[src/rtl/chiplet_types_pkg.sv]
// Shared types and width helpers for the crossbar output-port scheduler.
package chiplet_types_pkg;

   typedef enum logic {IDLE, LOCKED} sched_state_t;

   function automatic int unsigned vc_width(int unsigned num_vcs);
      return (num_vcs > 1) ? $clog2(num_vcs) : 1;
   endfunction

   function automatic int unsigned credit_width(int unsigned depth);
      return $clog2(depth + 1);
   endfunction

endpackage

[src/rtl/outport_scheduler_rr_picker.sv]
// Combinational round-robin priority encoder: first set bit at or after ptr, wrapping.
module rr_picker #(
   parameter int unsigned N     = 8,
   parameter int unsigned IDX_W = $clog2(N)
) (
   input  logic [N-1:0]     eligible,
   input  logic [IDX_W-1:0] ptr,
   output logic             found,
   output logic [IDX_W-1:0] idx
);

   logic [IDX_W-1:0] cand;

   always_comb begin
      found = 1'b0;
      idx   = '0;
      cand  = '0;
      for (int k = 0; k < int'(N); k++) begin
         cand = IDX_W'((int'(ptr) + k) % int'(N));
         if (!found && eligible[cand]) begin
            found = 1'b1;
            idx   = cand;
         end
      end
   end

endmodule

[src/rtl/outport_scheduler.sv]
// Wormhole output-port scheduler with per-VC downstream credit tracking.
// Optional lock watchdog enabled by defining OUTPORT_SCHED_TIMEOUT_EN.
module outport_scheduler
   import chiplet_types_pkg::*;
#(
   parameter int unsigned NUM_IN         = 8,
   parameter int unsigned NUM_VCS        = 2,
   parameter int unsigned BUFFER_SIZE    = 8,
   parameter int unsigned TIMEOUT_CYCLES = 1024,
   localparam int unsigned VC_W  = vc_width(NUM_VCS),
   localparam int unsigned CW    = credit_width(BUFFER_SIZE),
   localparam int unsigned IDX_W = $clog2(NUM_IN)
) (
   input  logic                    clk,
   input  logic                    n_rst,
   input  logic [NUM_IN-1:0]       req,
   input  logic [NUM_IN*VC_W-1:0]  req_vc,
   input  logic [NUM_IN-1:0]       req_last,
   input  logic [NUM_VCS-1:0]      credit_granted,
   output logic [NUM_IN-1:0]       pop,
   output logic [IDX_W-1:0]        sel,
   output logic                    out_valid,
   output logic [VC_W-1:0]         out_vc,
   output logic [NUM_VCS*CW-1:0]   credits,
   output logic                    busy,
   output logic                    credit_err,
   output logic                    timeout_err
);

   sched_state_t     state_q, state_d;
   logic [IDX_W-1:0] owner_q, owner_d;
   logic [VC_W-1:0]  owner_vc_q, owner_vc_d;
   logic [IDX_W-1:0] ptr_q, ptr_d;
   logic [IDX_W-1:0] next_ptr;

   logic [CW-1:0]    credit_q [NUM_VCS];
   logic [CW-1:0]    credit_d [NUM_VCS];
   logic             credit_err_q, credit_err_d;
   logic [NUM_VCS-1:0] credit_ok;

   logic [VC_W-1:0]  vc_of [NUM_IN];
   logic [NUM_IN-1:0] eligible;
   logic             pick_found;
   logic [IDX_W-1:0] pick_idx;
   logic             tail_pop;

   always_comb begin
      for (int v = 0; v < int'(NUM_VCS); v++) begin
         credit_ok[v]             = (credit_q[v] != '0);
         credits[v*CW +: CW]      = credit_q[v];
      end
   end

   // A buffer whose VC field names a non-existent VC is never eligible.
   always_comb begin
      for (int i = 0; i < int'(NUM_IN); i++) begin
         vc_of[i]    = req_vc[i*VC_W +: VC_W];
         eligible[i] = req[i] && (int'(vc_of[i]) < int'(NUM_VCS)) && credit_ok[vc_of[i]];
      end
   end

   rr_picker #(
      .N     (NUM_IN),
      .IDX_W (IDX_W)
   ) u_rr_picker (
      .eligible (eligible),
      .ptr      (ptr_q),
      .found    (pick_found),
      .idx      (pick_idx)
   );

   assign next_ptr = IDX_W'((int'(owner_q) + 1) % int'(NUM_IN));
   assign tail_pop = out_valid && req_last[owner_q];

`ifdef OUTPORT_SCHED_TIMEOUT_EN
   localparam int unsigned TO_W = $clog2(TIMEOUT_CYCLES + 1);
   logic [TO_W-1:0] to_cnt_q;
   logic            timeout_q;
   logic            timeout_hit;

   assign timeout_hit = (state_q == LOCKED) && !out_valid &&
                        (to_cnt_q == TO_W'(TIMEOUT_CYCLES - 1));

   always_ff @(posedge clk or negedge n_rst) begin
      if (!n_rst) begin
         to_cnt_q  <= '0;
         timeout_q <= 1'b0;
      end else begin
         if (state_q == LOCKED && !out_valid && !timeout_hit) begin
            to_cnt_q <= to_cnt_q + 1'b1;
         end else begin
            to_cnt_q <= '0;
         end
         if (timeout_hit) begin
            timeout_q <= 1'b1;
         end
      end
   end

   assign timeout_err = timeout_q;
`else
   logic unused_timeout_cfg;
   assign unused_timeout_cfg = ^TIMEOUT_CYCLES;
   assign timeout_err        = 1'b0;
`endif

   // State register.
   always_ff @(posedge clk or negedge n_rst) begin
      if (!n_rst) begin
         state_q    <= IDLE;
         owner_q    <= '0;
         owner_vc_q <= '0;
         ptr_q      <= '0;
      end else begin
         state_q    <= state_d;
         owner_q    <= owner_d;
         owner_vc_q <= owner_vc_d;
         ptr_q      <= ptr_d;
      end
   end

   // Next-state logic.
   always_comb begin
      state_d    = state_q;
      owner_d    = owner_q;
      owner_vc_d = owner_vc_q;
      ptr_d      = ptr_q;
      unique case (state_q)
         IDLE: begin
            if (pick_found) begin
               state_d    = LOCKED;
               owner_d    = pick_idx;
               owner_vc_d = vc_of[pick_idx];
            end
         end
         LOCKED: begin
            if (tail_pop) begin
               state_d = IDLE;
               ptr_d   = next_ptr;
            end
`ifdef OUTPORT_SCHED_TIMEOUT_EN
            if (timeout_hit) begin
               state_d = IDLE;
               ptr_d   = next_ptr;
            end
`endif
         end
         default: state_d = IDLE;
      endcase
   end

   // Outputs: the pop is combinational on the owner's request and credit.
   always_comb begin
      pop = '0;
      if (state_q == LOCKED && req[owner_q] && credit_ok[owner_vc_q]) begin
         pop[owner_q] = 1'b1;
      end
      out_valid = |pop;
      sel       = owner_q;
      out_vc    = owner_vc_q;
      busy      = (state_q == LOCKED);
   end

   always_comb begin
      credit_err_d = credit_err_q;
      for (int v = 0; v < int'(NUM_VCS); v++) begin
         credit_d[v] = credit_q[v];
         if (credit_granted[v] && !(out_valid && int'(out_vc) == v)) begin
            if (credit_q[v] == CW'(BUFFER_SIZE)) begin
               credit_err_d = 1'b1;
            end else begin
               credit_d[v] = credit_q[v] + 1'b1;
            end
         end else if (!credit_granted[v] && out_valid && int'(out_vc) == v) begin
            credit_d[v] = credit_q[v] - 1'b1;
         end
      end
   end

   always_ff @(posedge clk or negedge n_rst) begin
      if (!n_rst) begin
         for (int v = 0; v < int'(NUM_VCS); v++) begin
            credit_q[v] <= CW'(BUFFER_SIZE);
         end
         credit_err_q <= 1'b0;
      end else begin
         for (int v = 0; v < int'(NUM_VCS); v++) begin
            credit_q[v] <= credit_d[v];
         end
         credit_err_q <= credit_err_d;
      end
   end

   assign credit_err = credit_err_q;

endmodule
[config.mk]
export PLATFORM = sky130hd
export DESIGN_NAME = outport_scheduler
export DESIGN_NICKNAME = d
export VERILOG_FILES = /design/src/rtl/chiplet_types_pkg.sv /design/src/rtl/outport_scheduler_rr_picker.sv /design/src/rtl/outport_scheduler.sv
export SDC_FILE = /design/constraint.sdc
export NUM_CORES = 1
export LEC_CHECK = 0
export ABC_AREA = 1
export CAP_MARGIN = 20
export CORE_MARGIN = 3
export CORE_UTILIZATION = 30
export CTS_CLUSTER_SIZE = 30
export DETAILED_ROUTE_END_ITERATION = 10
export PLACE_DENSITY = 0.61
export SLEW_MARGIN = 15
export SYNTH_ARGS = -nofsm -noshare
export SYNTH_HDL_FRONTEND = slang
export SYNTH_SLANG_ARGS = --single-unit
export TNS_END_PERCENT = 1
[constraint.sdc]
create_clock -name clk -period 3.45 [get_ports clk]
set_input_delay 0.345 -clock clk [delete_from_list [all_inputs] [get_ports clk]]
set_output_delay 0.345 -clock clk [all_outputs]
set_load 0.02 [all_outputs]
==> key figures, run 1 <==
Yosys
  • Top-area cell type share of the netlist area: 0.1794
  • Post-synthesis area per instance: between 6 and 7 um^2
  • Number of unique standard cell types used by synthesis: 42
  • Total of flip-flops plus latches after synthesis: 17
  • Yosys warnings: 0
  • Net Count, Synth: 375
  • Syn Inst Count: ~340
  • Sequential share of the synthesized area: 0.1917
  • Async S/R FF share, synth: 1.000
  • Count of flip-flops with a built-in enable after synthesis: 0
  • Main flop type after synthesis: dfrtp_1
  • Largest area contributor in the synthesized netlist: nand3_1
  • Combined area of all synthesized cells: 2232 um^2
  • Top cells by area in the synthesized netlist: nand3_1 (18%), dfrtp_1 (17%), nand2_1 (13%)

Place
  • Placed cell count: 482
  • Worst-case setup slack after placement: 0.3631 ns
  • I/O Buffers: 50
  • Sum of net half-perimeters after detailed placement: 5783 um
  • RePlAce Congestion: 0.9008

Timing
  • Setup TNS: 0 ns
  • Final critical-path setup slack: about 0.35 ns
  • Period utilization: 0.8985
  • Max Freq: between 300 and 400 MHz
  • Least-Margin Pin Slew: 0.7996 ns
  • Number of setup violations in the final report: 0
  • Worst clock skew: 0.006129 ns
  • Unrepaired setup endpoints after global routing: no
  • Worst-case headroom to the max-slew limit: 0.4653
  • Final critical-path required period: 3.100 ns
  • Max Transition Viols Final: 0
  • Count of final hold-check violations: 0

GRT
  • Initial antenna violation count: 0
  • Total track usage: 0.1702
  • Gr ovfl total: 0
  • Wire length of the first global-routing pass: 11,760 um
  • Maximum number of pins on one net before global-route repair: 18
  • Number of global-route vias before repair: 2,329

Cells and area
  • Area added between synthesis and finish: 29.76%
  • Layout cell share with drive strength beyond 1: 0.1205
  • Post-layout util: 0.4127
  • Final net count: roughly 430
  • Number of antenna repair diodes: 0
  • Area occupied by registers: 427.9 um^2
  • Multi-input combinational cell area: roughly 1600 um^2
  • Number of standard cells in the layout, taps in and fillers out: 486
  • Number of filler instances in the final layout: 751
  • Most frequent cells in the layout: nand3_1 (80), nand2_1 (75), clkdlybuf4s50_1 (50), inv_1 (37)
  • Most common library cell in the layout ignoring fill and taps: nand3_1

Die
  • I/O pins: 52
  • Starting Density: 0.3180
  • Row cnt: 30
  • Full die area: 8512 um^2
  • Horizontal die dimension: 92.26 um
  • Standard cell core area: 7019 um^2
  • Height of the die: 92.26 um

Clock tree
  • Number of buffers on the longest clock path: 2
  • Clock Sinks: 17
  • Root Buffer: clkbuf_8
  • Clock input transition at the sequential cells of the worst setup and hold paths: 0.07 ns
  • Clock tree from TritonCTS: built
  • Clock Latency Late Sink: 0.26 ns
  • Cts bufs inserted: 3
  • Buffer count from post-CTS setup fixing: 0
  • Level count of the clock H-tree: 1

Critical path
  • Crit start category: flop
  • Buf+Inv Stages, Crit Path: 3
  • Crit path DAT: 2.75 ns
  • Slowest Stage Delay on Critical Path: 0.65 ns
  • Slowest library cell on the worst path: clkdlybuf4s50_1
  • CP Class: reg2out
  • CP top delay family: buffers and inverters
  • Setup slack of the most critical reg-to-reg path: approximately 0.52 ns
  • Worst setup EP type: output pin
  • Cell with the most instances on the worst path: nand3_1
  • Cell-by-cell trace of the critical path: inv_1, nand3_1, o21ai_0, a2111oi_0, nand3_1, nand2_1, nor2_1, inv_2, nor4_1, clkdlybuf4s50_1
  • Critical Path RT: 3.11 ns
  • Highest net fanout along the worst path: 10

Detailed routing
  • Number of iterations in the first detailed-routing pass: 6
  • Drt drc: 0
  • Avg Vias per Cell: 5.058
  • Count of antenna-violating nets left after detailed routing: 0
  • Wire per inst: 14.40 um
  • Via count: between 2,000 and 2,500
  • DRT iter0 DRCs: 134
  • Total wire length after detailed routing: 7000 um

Flow run
  • Number of maximum-capacitance constraint violations: 0

Run status
  • Outcome: finished clean

Worst hold path
  • Hold Crit Class: reg2reg
[cell families (layout without fill, tap and decap cells)]
| logic type | after synthesis | after routing | share of synthesized area |
|---|---|---|---|
| xor gates and xnor gates | 10 | 10 | 0.03924 |
| AOI/OAI and AO/OA | 34 | 34 | 0.1009 |
| adders and majority gates | 9 | 9 | 0.05717 |
| other | 1 | 1 | 0.001680 |
| buffers and inverters | 50 | 102 | 0.09193 |
| and+or+nand+nor | 215 | 215 | 0.5073 |
| DFF | 17 | 17 | 0.1917 |
| muxes | 2 | 2 | 0.01009 |
[metal layers]
metal / track usage / part of all wire / vias up
met2: 0.2658 / 0.44 / 72
met5: 0 / 0 / -
met4: 0.03218 / 0.011 / 0
li1: - / - / 1254
met1: 0.2419 / 0.48 / 1126
met3: 0.03610 / 0.070 / 6
[cell usage after synthesis (3+ instances only)]
library cell and number:
o21ai_0 12, ha_1 7, o21ai_2 3, clkinv_1 3, nand2_1 75, xnor2_1 3
nand3_2 5, nor3_1 5, nand4_1 12, o22ai_1 4, buf_4 3, nand3_1 80
nand2_2 6, inv_1 37, xor2_1 7, buf_2 5, nor2_4 4, dfrtp_1 15
a21oi_1 5, nor2_1 15
[state kept, by name, summed over array words and instances (netlist names)]
register / count
ptr_q: 3
out_vc: 1
busy: 1
sel: 3
credit_err: 1
credits: 8
[through the flow]
step                      hold WS (ns)  area [um^2]
final                           0.4918         2897
after global routing            0.5341         2897
after CTS                       0.4959         2897
after detailed placement        0.4696         2850
after global placement          0.4767         2850
after floorplan                0.04941         2232
[cell type report]
cell class                 count  share of cell area
clock buffer                   3             0.01425
clock inverter                 1            0.001728
inverter                      42             0.05443
multi-input combinational    271              0.5521
sequential                    17              0.1477
tap                           96             0.04147
timing repair buffer          56              0.1883
[path summary, 6_finish.rpt]
path,from,endpoint,cells past startpoint
min,credit_err,credit_err,2
max,sel[2],pop[1],10
min reg2reg,credit_err,credit_err,2
max in group asynchronous,n_rst,credits[4],1
min in group asynchronous,n_rst,credits[5],1
max reg2reg,sel[2],credits[3],15
[tightest hold or removal path: cells and delay by family (launching register included)]
family                 cells  cell delay, ns
flip-flops                 1            0.35
AO/OA/AOI/OAI              1            0.06
buffers and inverters      1            0.04
[timing repair]
action | in CTS | in global routing
gates resized for setup | 0 | 1
hold buffers | 0 | 0
endpoints found under the hold margin | 0 | 0
endpoints found under the setup margin | 0 | 8
Power of run 1 is not shown: default switching activity piles up to over one toggle a cycle in this logic, so the estimate is an artifact.
==> run 2, diff against run 1 <==
--- a/config.mk
+++ b/config.mk
@@ -9,9 +9,12 @@
 export CAP_MARGIN = 20
 export CORE_MARGIN = 3
 export CORE_UTILIZATION = 30
+export CTS_CLUSTER_DIAMETER = 80
 export CTS_CLUSTER_SIZE = 30
 export DETAILED_ROUTE_END_ITERATION = 10
 export PLACE_DENSITY = 0.61
+export REMOVE_ABC_BUFFERS = 1
+export SKIP_LAST_GASP = 1
 export SLEW_MARGIN = 15
 export SYNTH_ARGS = -nofsm -noshare
 export SYNTH_HDL_FRONTEND = slang
==> run 2 against run 1 <==
Net effect:
- worst hold slack gained 0.037 ns
- clock skew decreased by 0.0014 ns
- routed wire length grew 1.3%
- core utilization unchanged
- worst setup slack got worse by 0.043 ns
- critical endpoint unchanged
==> key figures, run 2 (same netlist as run 1, synthesis figures left out) <==
Die
  • Standard cell core area: between 7000 and 8000 um^2
  • Row cnt: 30
  • Horizontal die dimension: 92.26 um
  • Full die area: about 8500 um^2
  • I/O pins: between 50 and 60
  • Height of the die: 92.26 um
  • Starting Density: 0.3180

Detailed routing
  • Top Metal Used: met4
  • Count of antenna-violating nets left after detailed routing: 0
  • Drt drc: 0
  • Met1 routed wirelength after detailed routing: approximately 3400 um
  • Via count: between 2,000 and 2,500
  • Met3 layer wire length in the routed design: approximately 450 um
  • Met2 Routed Length: 3181 um
  • Total wire length after detailed routing: 7093 um
  • Avg Vias per Cell: around 5.1
  • Wire per inst: 14.62 um
  • Number of iterations in the first detailed-routing pass: 5
  • DRT iter0 DRCs: 200

Cells and area
  • Layout cell share with drive strength beyond 1: 0.1208
  • Final net count: 427
  • Most frequent cells in the layout: nand3_1 (80), nand2_1 (75), clkdlybuf4s50_1 (50), inv_1 (37)
  • Area added between synthesis and finish: 29.76%
  • Number of standard cells in the layout, taps in and fillers out: 485
  • Largest register FFs: 8
  • Number of antenna repair diodes: 0
  • Most common library cell in the layout ignoring fill and taps: nand3_1

Timing
  • Number of setup violations in the final report: 0
  • Unrepaired setup endpoints after global routing: no
  • Max Transition Viols Final: 0
  • Worst-case headroom to the max-slew limit: 0.4566
  • Setup TNS: 0 ns
  • Least-Margin Pin Slew: slightly above 0.8 ns
  • Worst clock skew: 0.004746 ns
  • Max Freq: 318.2 MHz
  • Final critical-path required period: 3.143 ns
  • Count of final hold-check violations: 0
  • Period utilization: 0.9109

Place
  • Sum of net half-perimeters after detailed placement: 5809 um
  • Placed cell count: 481
  • RePlAce Congestion: between 0.9 and 1
  • I/O Buffers: 50

Clock tree
  • Cts repair resizes: 0
  • Clock input transition at the sequential cells of the worst setup and hold paths: 0.08 ns
  • Level count of the clock H-tree: 1
  • Clock Sinks: 17
  • Clock tree from TritonCTS: built
  • Number of hold buffers added after CTS: 0
  • Clock Latency Late Sink: ~0.26 ns
  • Root Buffer: clkbuf_8
  • Number of buffers on the longest clock path: 2
  • Buffer count from post-CTS setup fixing: 0
  • Cts bufs inserted: 3

Critical path
  • Critical Path RT: 3.11 ns
  • Slowest Stage Delay on Critical Path: 0.66 ns
  • Slowest library cell on the worst path: clkdlybuf4s50_1
  • Cell with the most instances on the worst path: nand2_1
  • Crit path DAT: roughly 2.8 ns
  • Highest net fanout along the worst path: 10
  • Worst setup EP type: output pin
  • Cell-by-cell trace of the critical path: inv_1, nor3_1, nand2_1, nand3_1, nand2_1, nor2_1, inv_2, nor4_1, clkdlybuf4s50_1
  • CP Class: reg2out
  • Crit start category: flop

GRT
  • Wire length of the first global-routing pass: 11,980 um
  • Number of global-route vias before repair: 2,439
  • Initial antenna violation count: 0
  • Maximum number of pins on one net before global-route repair: 18
  • Gr ovfl total: 0
  • Total track usage: 0.1723

Run status
  • Outcome: finished clean

Flow run
  • Number of maximum-capacitance constraint violations: 0

Worst hold path
  • Hold Crit Class: reg2reg
-- run 2: cell count changes in the layout (fill, tap and decap cells not counted) --
cell        before  now
nor3_1           5    4
buf_4            6    5
clkinv_2         1    0
nor3_2           0    1
clkinvlp_4       0    1
-- run 2: worst paths after layout --
check | slack [ns] | cells after the start | end | startpoint
min in group asynchronous | 0.55 | 1 | credits[5] | n_rst
max in group asynchronous | 2.39 | 1 | ptr_q[0] | n_rst
min | 0.53 | 1 | credits[3] | credits[3]
min reg2reg | 0.53 | 1 | credits[3] | credits[3]
max | 0.31 | 9 | pop[1] | sel[0]
max reg2reg | 0.54 | 14 | credits[3] | sel[0]
-- run 2: final cells by class --
class	count	area (um^2)
Clock buffer	3	41.29
Clock inverter	1	7.507
Fill cell	745	4123
Inverter	42	157.7
Multi-Input combinational cell	271	1604
Sequential cell	17	427.9
Tap cell	96	120.1
Timing Repair Buffer	55	538.0
-- run 2: worst max-delay path: cells and delay by family (launching register included) --
kind	cells	cell delay [ns]
simple gates	6	1.06
buf+inv	3	0.98
flops	1	0.49
-- run 2: per-layer routing --
layer,up-vias,GRT usage
met5,-,0
met4,0,0.04950
li1,1254,-
met2,94,0.2768
met3,10,0.02461
met1,1127,0.2392
-- run 2: stage by stage --
| stage | util | cell area (um^2) | hold WS (ns) | setup WS [ns] |
|---|---|---|---|---|
| 6_report | 0.4127 | 2897 | 0.5288 | 0.3075 |
| 3_3_place_gp | 0.4050 | 2843 | 0.4749 | 0.3951 |
| 4_1_cts | 0.4119 | 2892 | 0.5286 | 0.1653 |
| 5_1_grt | 0.4127 | 2897 | 0.5486 | 0.008794 |
| 2_1_floorplan | - | 2185 | 0.04941 | 0.5968 |
| 3_5_place_dp | 0.4050 | 2843 | 0.5170 | 0.4036 |
Power of run 2 is left out for the same reason.
==> run 3, diff against run 2 <==
--- a/config.mk
+++ b/config.mk
@@ -6,6 +6,7 @@
 export NUM_CORES = 1
 export LEC_CHECK = 0
 export ABC_AREA = 1
+export ABC_CLOCK_PERIOD_IN_PS = 3450
 export CAP_MARGIN = 20
 export CORE_MARGIN = 3
 export CORE_UTILIZATION = 30
==> results of run 3 <==
The final DEF is identical to that of run 2; final timing and power are the same.
Power of run 3 is left out for the same reason.
